**src/rtl/down_timer.sv**
```systemverilog
// down_timer: loadable countdown timer with a clock prescaler.
// Four-state FSM (IDLE/RUN/PAUSE/DONE). Each decrement of q takes
// PRESC_DIV cycles; pause freezes both count and prescaler; abort cancels.
// Optional feature macro: DOWN_TIMER_AUTO_RELOAD_EN -- when defined, DONE
// reloads load_val and restarts instead of returning to IDLE.
module down_timer #(
  parameter int WIDTH     = 8,
  parameter int PRESC_DIV = 4
) (
  input  logic             clk,
  input  logic             reset,
  input  logic             start,
  input  logic             pause,
  input  logic             abort,
  input  logic [WIDTH-1:0] load_val,
  output logic [WIDTH-1:0] q,
  output logic             busy,
  output logic             done
);

  // Prescaler needs at least one bit even when PRESC_DIV == 1.
  localparam int PW = (PRESC_DIV > 1) ? $clog2(PRESC_DIV) : 1;
  localparam logic [PW-1:0] PRESC_LAST = PW'(PRESC_DIV - 1);

  typedef enum logic [1:0] {
    ST_IDLE  = 2'd0,
    ST_RUN   = 2'd1,
    ST_PAUSE = 2'd2,
    ST_DONE  = 2'd3
  } state_e;

  state_e           state_q, state_d;
  logic [WIDTH-1:0] count_q, count_d;
  logic [PW-1:0]    presc_q, presc_d;
  logic             busy_q;
  logic             done_q;

  // Next-state logic: abort > pause > tick in RUN/PAUSE, abort > start in IDLE.
  always_comb begin
    state_d = state_q;
    count_d = count_q;
    presc_d = presc_q;
    case (state_q)
      ST_IDLE: begin
        if (abort) begin
          count_d = '0;
          presc_d = '0;
        end else if (start) begin
          count_d = load_val;
          presc_d = '0;
          state_d = (load_val != '0) ? ST_RUN : ST_DONE;
        end else begin
          state_d = ST_IDLE;
        end
      end
      // PAUSE with pause released advances exactly like RUN, so the
      // countdown is delayed by precisely the number of paused cycles.
      ST_RUN, ST_PAUSE: begin
        if (abort) begin
          state_d = ST_IDLE;
          count_d = '0;
          presc_d = '0;
        end else if (pause) begin
          state_d = ST_PAUSE;
        end else begin
          state_d = ST_RUN;
          if (presc_q == PRESC_LAST) begin
            presc_d = '0;
            if (count_q <= WIDTH'(1)) begin
              count_d = '0;
              state_d = ST_DONE;
            end else begin
              count_d = count_q - WIDTH'(1);
            end
          end else begin
            presc_d = presc_q + PW'(1);
          end
        end
      end
      ST_DONE: begin
        if (abort) begin
          state_d = ST_IDLE;
          count_d = '0;
          presc_d = '0;
        end else begin
`ifdef DOWN_TIMER_AUTO_RELOAD_EN
          count_d = load_val;
          presc_d = '0;
          state_d = (load_val != '0) ? ST_RUN : ST_DONE;
`else
          state_d = ST_IDLE;
`endif
        end
      end
      default: begin
        state_d = ST_IDLE;
        count_d = '0;
        presc_d = '0;
      end
    endcase
  end

  // State and output registers; busy/done are decoded from the next state
  // so they line up with the state they describe.
  always_ff @(posedge clk) begin
    if (!reset) begin
      state_q <= ST_IDLE;
      count_q <= '0;
      presc_q <= '0;
      busy_q  <= 1'b0;
      done_q  <= 1'b0;
    end else begin
      state_q <= state_d;
      count_q <= count_d;
      presc_q <= presc_d;
      busy_q  <= (state_d == ST_RUN) || (state_d == ST_PAUSE);
      done_q  <= (state_d == ST_DONE);
    end
  end

  assign q    = count_q;
  assign busy = busy_q;
  assign done = done_q;

endmodule
```
**config.mk**
```make
export PLATFORM = sky130hd
export DESIGN_NAME = down_timer
export DESIGN_NICKNAME = d
export VERILOG_FILES = /design/src/rtl/down_timer.sv
export SDC_FILE = /design/constraint.sdc
export NUM_CORES = 1
export LEC_CHECK = 0
export CORE_AREA = 4 4 51 53
export DETAILED_ROUTE_END_ITERATION = 8
export DIE_AREA = 0 0 55 57
export PLACE_DENSITY = 0.68
export SLEW_MARGIN = 10
export SYNTH_ARGS = -nofsm -noshare
export SYNTH_HDL_FRONTEND = slang
export SYNTH_SLANG_ARGS = --single-unit
```
**constraint.sdc**
```tcl
create_clock -name clk -period 2.5 [get_ports clk]
set_clock_uncertainty 0.05 [all_clocks]
set_input_delay 0.75 -clock clk [delete_from_list [all_inputs] [get_ports clk]]
set_output_delay 0.75 -clock clk [all_outputs]
set_load 0.03 [all_outputs]
```
; Word-level counts from Yosys, hierarchy flattened
; Index checks and enable logic that the tools add are counted.
[totals]
regBits = 14
output_inout_bits = 10
in_bits = 13
word_cells = 48
[classes]
n_reduce_logical = 6
addsub = 2
mux = 23
n_lt_le_gt_ge = 1
n_eq_ne = 11
[op_table]
columns = op, count
row1 = 2-to-1 mux 8 bit, 7
row2 = 2-to-1 mux 2 bit, 13
row3 = one-hot mux 8 bit (3 select lines), 1
row4 = one-hot mux 2 bit (3 select lines), 2
row5 = "equality test 2 bit, second input constant", 5
row6 = "inequality test 3 bit, second input constant", 3
row7 = "less-or-equal comparator 8 x 1 -> 1 bit, second input constant", 1
row8 = nonzero test 8 bit, 1
row9 = "subtractor 8 x 1 -> 8 bit, second input constant", 1
row10 = "equality test 2 x 1 -> 1 bit, second input constant", 2
row11 = AND reduction 4 bit, 1
row12 = AND reduction 3 bit, 1
row13 = "adder 2 x 1 -> 2 bit, second input constant", 1
row14 = zero test 2 bit, 1
row15 = "inequality test 2 bit, second input constant", 1
row16 = OR reduction 2 bit, 1
row17 = logical OR 1 bit, 1

; Longest topological paths before layout
; Gate-level depths: netlist (run 1).
[depth]
ltp_word = 8
depth_mapped = 9
depth_no_buf = 8

; Worst setup path after synthesis (run 1)
; OpenSTA, ideal clock, no wires.
[synth_timing]
path_type = input to register
startpoint = input load_val[1]
endpoint = register busy_q, in the netlist busy
setup_time_ps = 115
t_arrival_ps = 2018
required_time_ps = 2335
path_slack_ps = 317
stages = 6
path_buffers = 0
path_cell_list = or4_1 -> nor4_1 -> a31oi_1 -> nand2_1 -> ha_1 -> and2_1
[synth_via]
elab_chain_cells = 7
elab_cells_between_ends = 8
cone_classes = eq/ne (2) / mux (4) / reduce/logical (2)
[synth_rtl]
columns = item, line_no
row1 = "start, declared", 15  ; input logic [WIDTH-1:0] load_val,
row2 = nonzero test 8 bit (*), 51  ; state_d = (load_val != '0) ? ST_RUN : ST_DONE;
row3 = 2-to-1 mux 2 bit (*), 51
row4 = 2-to-1 mux 2 bit (*), 48  ; end else if (start) begin
row5 = 2-to-1 mux 2 bit (*), 45  ; if (abort) begin
row6 = one-hot mux 2 bit (3 select lines) (*), 43  ; case (state_q)
row7 = via state_d[1], 32  ; state_e state_q, state_d;
row8 = equality test 2 x 1 -> 1 bit or equality test 2 bit (tied branches), 116  ; busy_q <= (state_d == ST_RUN) || (state_d == ST_PAUSE);
row9 = logical OR 1 bit (*), 116
row10 = "end signal, assigned", 116
row11 = "end, declared", 35  ; logic busy_q;
; The timed path passes the listed nets; every way through them passes the cells marked *.
; A chain may end at the register's enable or synchronous reset.

; Final worst setup path (run 1)
; Same ends and word-level chain as after synthesis.

==> flow_summary.yaml, run 1 <==
floorplanning:
  die_h_um: 57
  core_um2: 2150
  rows: 17
  die_w_um: 55
  io_pins: 23
  start_util: 0.443
  die_area_um2: 3140
place:
  io_buffer_count: 22
  gp_congestion: 0.845
  place_hpwl_um: 1780
clock_network:
  clock_latency_ns: 0.27
  clkSinkCount: 14
  clockRootBuffer: "clkbuf_4"
  post_cts.repair.setup_buffers: 0
  htree_levels: 1
  ctsHoldBuffers: 0
  cts_buffers: 3
  cts_tree: "built"
  cts_max_path_buffers: 2
  clkTransAtPathRegs_ns: 0.08
timing:
  setup_viol: 0
  max_slew.worst_pin.slew_ns: 0.425
  grt_setup_unrepaired: "false"
  final.period_utilization: 0.948
  fmax_ghz: 0.422
  hold_viol: 0
  whs_ns: 0.429
  finalMaxSlewViolations: 0
  post-route-min-period_ns: 2.37
  slew_headroom: 0.715
layout:
  final_nets: 163
  drive_above_1_share: 0.127
  diodes: 0
  area_growth_pct: 33.0
routing:
  wirelength_um: 2260
  first_pass_iters: 4
  drt_iter0_markers: 25
  drc_errors: 0
  ant_nets: 0
  post_drt_wl_per_cell_um: 13.3
  vias: 929
  avgViaCountPerCell: 5.46
synth:
  syn_area_um2: 952
  ys_warn_count: 0
  yosys-top-cells-count: "dfxtp_1 (14), nand2_1 (12), inv_1 (8), ha_1 (7), nor2_1 (6)"
  netlist.area_leader.share: 0.294
  avgSynthCellArea_um2: 8.28
  ys.flop_type: "dfxtp_1"
  ys_ff_latch: 14
  yosys.area.top_type: "dfxtp_1"
  synthesis.nets: 135
  syn_inst: 115
  yosysMostFrequentCell: "dfxtp_1"
  seq_area_frac_synth: 0.294
  synth_enable_flop_cells: 0
  postSynth.asyncResetShare: 0
  synthDistinctLibCells: 40
  yosys-top-cells-area: "dfxtp_1 (29%), ha_1 (9.2%), nand2_1 (4.7%)"
critical_path:
  path_class: "in2reg"
  cp.required_ns: 2.62
  start_kind: "input port"
  endpoint_kind: "flop"
  cp.arrival_ns: 2.49
  worstPathMaxFanout: 2
  critical_path.cell_chain: "clkdlybuf4s50_1 -> or4_4 -> nor4_2 -> a31oi_1 -> nand2_1 -> ha_1 -> and2_1"
  cp_slowest_cell: "or4_4"
  critPathMaxStageDelay_ns: 0.54
global_routing:
  grt_remaining_overflow: 0
  grt_max_degree: 16
  grt_pass1_vias: 922
  grt_usage: 0.166
  antenna_found_initial: 0
  grt_first_pass_wirelength_um: 4000
pwr:
  totalPowerFinal_w: 0.000560
  peakVddDrop_mv: 0.278
  p_leak_nw: 0.493
  powerDensity_nw_per_um2: 442
worst_hold_path:
  hp-class: "reg2reg"
status:
  status: "complete, no violations"
job:
  drv_cap: 0
final cells by class:
type / count / area (µm²)
fillers: 210 / 882
repair buffers: 26 / 250
flip-flops and latches: 14 / 280
inverters: 8 / 30.0
clock buffers: 4 / 36.3
multi-input cells: 90 / 634
well taps: 28 / 35.0
cell usage in the layout, fill, tap and decap left out, types with 3 or more instances in the layout:
cell type / count
ha_1: 7
nand2_1: 12
clkdlybuf4s50_1: 22
nor2_1: 6
a31oi_1: 3
and2_1: 4
nor2b_1: 4
buf_4: 4
inv_1: 8
nand3_1: 5
o21ai_1: 4
nand2b_1: 4
clkbuf_4: 3
a21oi_1: 5
dfxtp_1: 14
a21boi_1: 3
worst paths after layout:
kind | start | end | slack [ns] | cells after the start
setup reg to reg | state_q[0] | busy | 0.34 | 7
setup / recovery | load_val[1] | busy | 0.13 | 7
hold / removal | presc_q[1] | presc_q[1] | 0.43 | 2
hold reg to reg | presc_q[1] | presc_q[1] | 0.43 | 2
critical path, delay by kind of cell:
kind	cells	cell delay, ns
simple gates	4	0.97
buf+inv	1	0.42
fa+ha+maj	1	0.21
compound gates	1	0.13
stage by stage:
step	instance area, µm²	instances	setup slack [ns]	setup TNS (ns)	utilization
floorplan	952	115	0.317	0	-
global placement	1220	166	-0.195	-0.218	0.568
detailed placement	1220	166	-0.221	-0.250	0.568
CTS	1260	170	0.0750	0	0.585
global route	1270	170	0.0115	0	0.589
finish	1270	170	0.131	0	0.589
what timing repair did:
action / CTS / global route
endpoints found under the hold margin: 0 / 0
gates resized for setup: 0 / 2
endpoints found under the setup margin: 0 / 1
report_power, final:
part	total [W]	switching (W)	internal, W	leakage, nW
Combinational	0.000160	0.0000836	0.0000764	0.358
Clock	0.000157	0.0000688	0.0000884	0.0210
Sequential	0.000243	0.0000111	0.000232	0.114
Total	0.000560	0.000163	0.000396	0.493
sequential cells by signal, indices dropped and copies added (netlist names):
register  cells
q             8
presc_q       2
state_q       2
done          1
busy          1
layer usage:
metal,up-vias,share of wire,global-route usage
li1,471,-,-
met5,-,0,0
met1,420,0.46,0.217
met2,36,0.47,0.275
met4,0,0.0080,0.0417
met3,2,0.064,0.0313
kinds of logic after synthesis:
kind of cell             share of synthesized area
multiplexers                                0.0329
AO/OA/AOI/OAI                                0.233
adder cells (fa/ha/maj)                     0.0920
AND/OR/NAND/NOR                              0.289
XOR/XNOR                                   0.00920
flip-flops                                   0.294
buffers and inverters                       0.0499
Power figures use the tool's default switching activity.
==> inputs of run 2 (changes only) <==
--- a/config.mk
+++ b/config.mk
@@ -9,6 +9,7 @@
 export DETAILED_ROUTE_END_ITERATION = 8
 export DIE_AREA = 0 0 55 57
 export PLACE_DENSITY = 0.68
+export REMOVE_ABC_BUFFERS = 1
 export SLEW_MARGIN = 10
 export SYNTH_ARGS = -nofsm -noshare
 export SYNTH_HDL_FRONTEND = slang
==> constraint.sdc (replaced) <==
create_clock -name clk -period 2.4 [get_ports clk]
set_clock_uncertainty 0.05 [all_clocks]
set_input_delay 0.72 -clock clk [delete_from_list [all_inputs] [get_ports clk]]
set_output_delay 0.72 -clock clk [all_outputs]
set_load 0.03 [all_outputs]
==> run 2 against run 1 <==
  * Clock power up 6%
  * Global-route usage up 0.62 points
  * Sequential share of layout area unchanged
  * Worst hold slack worse by 0.0018 ns
  * First-iteration DRC count unchanged
  * Design area unchanged
  * Clock-buffer cell count unchanged
  * Core utilization unchanged
  * Worst setup slack worse by 0.047 ns
  * Register-to-register slack worse by 0.08 ns
  * Largest cell class unchanged
  * Highest routed layer unchanged
==> flow_summary.yaml, run 2 (synthesis gave the netlist of run 1 again) <==
critical_path:
  reg2reg_from: "state_q[0]"
  cp_slowest_cell: "or4_4"
  cp.arrival_ns: 2.44
  path_class: "in2reg"
  critPathMaxStageDelay_ns: 0.55
  ff2ff_path_depth: 7
  critical_path.cell_chain: "clkdlybuf4s50_1 -> or4_4 -> nor4_2 -> a31oi_1 -> nand2_1 -> ha_1 -> and2_1"
  rr_endpoint: "busy"
  cp_num_buf_inv: 1
  crit_family: "simple AND/OR/NAND/NOR gates"
  regToRegSetupSlack_ns: 0.26
  endpoint_kind: "flop"
  start_kind: "input port"
  worstPathMaxFanout: 2
  cp.required_ns: 2.53
pwr:
  p_leak_nw: 0.493
  peakVddDrop_mv: 0.361
  totalPowerFinal_w: 0.000589
  powerDensity_nw_per_um2: 465
global_routing:
  antenna_found_initial: 0
  grt_first_pass_wirelength_um: 4020
  grt_max_degree: 16
  grt_remaining_overflow: 0
  grt_pass1_vias: 912
  grt_usage: 0.172
worst_hold_path:
  hp-start: "presc_q[1]"
  whs_endpoint: "presc_q[1]"
  hold_path_depth: 2
  hp-class: "reg2reg"
clock_network:
  ctsHoldBuffers: 0
  cts_max_path_buffers: 2
  clock_latency_ns: 0.28
  cts_tree: "built"
  cts_buffers: 3
  clockRootBuffer: "clkbuf_4"
  clkSinkCount: 14
  post_cts.repair.setup_buffers: 0
  htree_levels: 1
  clkTransAtPathRegs_ns: 0.09
timing:
  post-route-min-period_ns: 2.32
  whs_ns: 0.427
  hold_viol: 0
  final.period_utilization: 0.965
  slew_headroom: 0.715
  max_slew.worst_pin.slew_ns: 0.424
  finalMaxSlewViolations: 0
  fmax_ghz: 0.432
  setup_viol: 0
  grt_setup_unrepaired: "false"
routing:
  avgViaCountPerCell: 5.56
  wirelength_um: 2500
  vias: 946
  post_drt_wl_per_cell_um: 14.7
  drt_iter0_markers: 25
  drc_errors: 0
  ant_nets: 0
  first_pass_iters: 5
place:
  place_hpwl_um: 1870
  gp_congestion: 0.793
  io_buffer_count: 22
layout:
  n_fill_cell: 214
  diodes: 0
  multi_input_area_um2: 634
  final_cell_mix: "clkdlybuf4s50_1 (22), dfxtp_1 (14), nand2_1 (12)"
  largest_register_ffs: 8
  area_growth_pct: 33.0
  layout_commonest_cell: "clkdlybuf4s50_1"
  drive_above_1_share: 0.127
  final_nets: 163
  regArea_um2: 280
floorplanning:
  core_um2: 2150
  io_pins: 23
  start_util: 0.443
  die_h_um: 57
  rows: 17
  die_w_um: 55
  die_area_um2: 3140
status:
  status: "complete, no violations"
job:
  drv_cap: 0
run 2: cell counts in the layout (fill, tap and decap cells not counted):
Identical to the previous run, type by type.
run 2: layout make-up:
cell class / count / area share
clock buffer: 4 / 0.0287
sequential: 14 / 0.221
timing repair buffer: 26 / 0.198
tap: 28 / 0.0277
multi-input combinational: 90 / 0.501
inverter: 8 / 0.0237
run 2: per-stage QoR:
stage,utilization,TNS (ns),cell area (µm²),setup slack [ns],instances
after detailed placement,0.568,-0.452,1220,-0.312,166
after global routing,0.589,0,1270,0.0103,170
after global placement,0.568,-0.346,1220,-0.257,166
after floorplan,-,0,935,0.247,112
after CTS,0.588,0,1260,0.0176,170
final,0.589,0,1270,0.0844,170
run 2: what timing repair did:
action	4_1_cts	5_1_grt
pin swaps	0	2
setup endpoints to repair	1	1
resized for setup	1	1
run 2: per-layer routing:
layer	part of all wire	routed length [µm]	GRT usage	vias to the layer above
met4	0.024	61	0.0799	0
met2	0.50	1240	0.282	32
met1	0.42	1040	0.215	435
met5	0	0	0	-
met3	0.060	151	0.0261	6
li1	-	-	-	473
run 2: worst max-delay path by stage:
stage / startpoint / endpoint / slack, ns / depth (start not counted)
6_report: load_val[1] / busy / 0.08 / 7
5_1_grt: load_val[2] / busy / 0.01 / 7
4_1_cts: load_val[1] / busy / 0.02 / 7
3_5_place_dp: load_val[1] / busy / -0.31 / 7
3_3_place_gp: load_val[1] / busy / -0.26 / 7
2_1_floorplan: load_val[1] / busy / 0.25 / 6
run 2: power breakdown:
group	internal, W	switching (W)
clock	0.0000922	0.0000739
combinational	0.0000797	0.0000900
sequential	0.000241	0.0000118
run 2: worst reg2reg max path: cells and delay by family (launching register included):
| family | cells | cell delay, ns |
|---|---|---|
| buffers and inverters | 1 | 0.08 |
| and+or+nand+nor | 4 | 0.83 |
| DFF | 1 | 0.38 |
| adders and majority gates | 2 | 0.70 |
==> inputs of run 3 (changes only) <==
==> constraint.sdc (replaced) <==
create_clock -name clk -period 2.4 [get_ports clk]
set_clock_uncertainty 0.05 [all_clocks]
set_input_delay 0.24 -clock clk [delete_from_list [all_inputs] [get_ports clk]]
set_output_delay 0.24 -clock clk [all_outputs]
set_load 0.03 [all_outputs]
==> run 3 against run 2 <==
  * Via count shrank 3.1%
  * Non-clock buffer count decreased by 2
  * Worst setup slack gained 0.19 ns
  * Critical path depth did not move
  * Design area down 2.0%
  * Wire length down 10%
  * Clock-buffer cell count unchanged
  * Register-to-register slack improved by 0.02 ns
  * Critical endpoint unchanged
  * Largest cell class unchanged
  * Largest power group unchanged
  * Highest routed layer unchanged
==> flow_summary.yaml, run 3 (synthesis gave the netlist of run 1 again) <==
place:
  place_hpwl_um: 1760
  io_buffer_count: 22
  gp_congestion: 0.840
routing:
  met2_length_um: 1080
  avgViaCountPerCell: 5.46
  wl_met1_um: 1010
  drt_iter0_markers: 11
  routed.top_layer: "met4"
  vias: 917
  met3_wirelength_um: 153
  drc_errors: 0
  wirelength_um: 2250
  first_pass_iters: 4
  ant_nets: 0
  post_drt_wl_per_cell_um: 13.4
critical_path:
  regToRegSetupSlack_ns: 0.28
  worstPathMaxFanout: 9
  cp.arrival_ns: 2.26
  cp.required_ns: 2.53
  start_kind: "flop"
  path_class: "reg2reg"
  endpoint_kind: "flop"
layout:
  post-route-util: 0.578
  diodes: 0
  layout_commonest_cell: "clkdlybuf4s50_1"
  final_nets: 161
  area_growth_pct: 30.4
  regArea_um2: 280
  largest_register_ffs: 8
  multi_input_area_um2: 624
  drive_above_1_share: 0.100
  final_cell_mix: "clkdlybuf4s50_1 (22), dfxtp_1 (14), nand2_1 (12)"
  n_fill_cell: 205
global_routing:
  grt_usage: 0.160
  grt_remaining_overflow: 0
  antenna_found_initial: 0
  grt_pass1_vias: 877
  grt_first_pass_wirelength_um: 3770
  grt_max_degree: 16
pwr:
  clockPowerShare: 0.290
  p_sw_w: 0.000174
  p_leak_nw: 0.481
  combPwrFrac: 0.277
  powerDensity_nw_per_um2: 471
  swShare: 0.298
  peakVddDrop_mv: 0.338
  pwr-share-seq: 0.432
  p_int_w: 0.000410
clock_network:
  clkTransAtPathRegs_ns: 0.09
  cts_resized: 0
  clock_latency_ns: 0.28
  clkSinkCount: 14
  cts_buffers: 3
  clockRootBuffer: "clkbuf_4"
  cts_max_path_buffers: 2
  ctsHoldBuffers: 0
  post_cts.repair.setup_buffers: 0
  cts_tree: "built"
  htree_levels: 1
timing:
  post-route-min-period_ns: 2.12
  setup_viol: 0
  final.period_utilization: 0.885
  slew_headroom: 0.576
  hold_viol: 0
  max_slew.worst_pin.slew_ns: 0.635
  grt_setup_unrepaired: "false"
  tns_ns: 0
  finalMaxSlewViolations: 0
  fmax_ghz: 0.471
floorplanning:
  rows: 17
  core_um2: 2150
  io_pins: 23
  die_area_um2: 3140
  die_h_um: 57
  die_w_um: 55
  start_util: 0.443
worst_hold_path:
  hp-class: "reg2reg"
status:
  status: "complete, no violations"
job:
  drv_cap: 0
run 3: cell types whose count changed in the layout (fill, tap and decap cells not counted):
cell / change
nor4_1: +1
or4_4: -1
nor4_2: -1
or4_1: +1
buf_4: -2
run 3: path summary, 6_finish.rpt:
| kind | startpoint | end | cells past startpoint |
|---|---|---|---|
| max reg2reg | state_q[0] | busy | 7 |
| min reg2reg | presc_q[1] | presc_q[1] | 2 |
| min | presc_q[1] | presc_q[1] | 2 |
| max | state_q[0] | busy | 7 |
run 3: cell type report:
class | instances | share of cell area
Multi-Input combinational cell | 90 | 0.503
Sequential cell | 14 | 0.226
Inverter | 8 | 0.0242
Timing Repair Buffer | 24 | 0.190
Tap cell | 28 | 0.0282
Clock buffer | 4 | 0.0292
run 3: metrics by stage:
step,instances,setup slack (ns),total power (W),area (µm²),hold slack (ns)
after floorplan,112,0.417,0.000356,935,0.312
after CTS,168,0.249,0.000587,1240,0.431
after global routing,168,0.127,0.000616,1240,0.462
after detailed placement,164,0.176,0.000420,1200,0.418
after global placement,164,0.228,0.000418,1200,0.411
final,168,0.276,0.000585,1240,0.433
run 3: critical path: stages (launching register included):
cell	delay, ns
dfxtp_1	0.38
inv_1	0.07
ha_1	0.49
nand2b_4	0.10
or4_1	0.49
nand2_1	0.09
ha_1	0.21
and2_1	0.15
run 3: per-layer routing:
| layer | vias up | GRT usage |
|---|---|---|
| met5 | - | 0 |
| met3 | 2 | 0.0287 |
| met2 | 26 | 0.257 |
| met1 | 418 | 0.212 |
| li1 | 471 | - |
| met4 | 0 | 0.0556 |
run 3: power by group through the flow:
| stage | Sequential [W] | Combinational, W | Clock, W |
|---|---|---|---|
| 2_1_floorplan | 0.000271 | 0.0000852 | 0 |
| 3_3_place_gp | 0.000258 | 0.000161 | 0 |
| 3_5_place_dp | 0.000258 | 0.000162 | 0 |
| 4_1_cts | 0.000253 | 0.000163 | 0.000171 |
| 5_1_grt | 0.000255 | 0.000178 | 0.000182 |
| 6_report | 0.000253 | 0.000162 | 0.000170 |
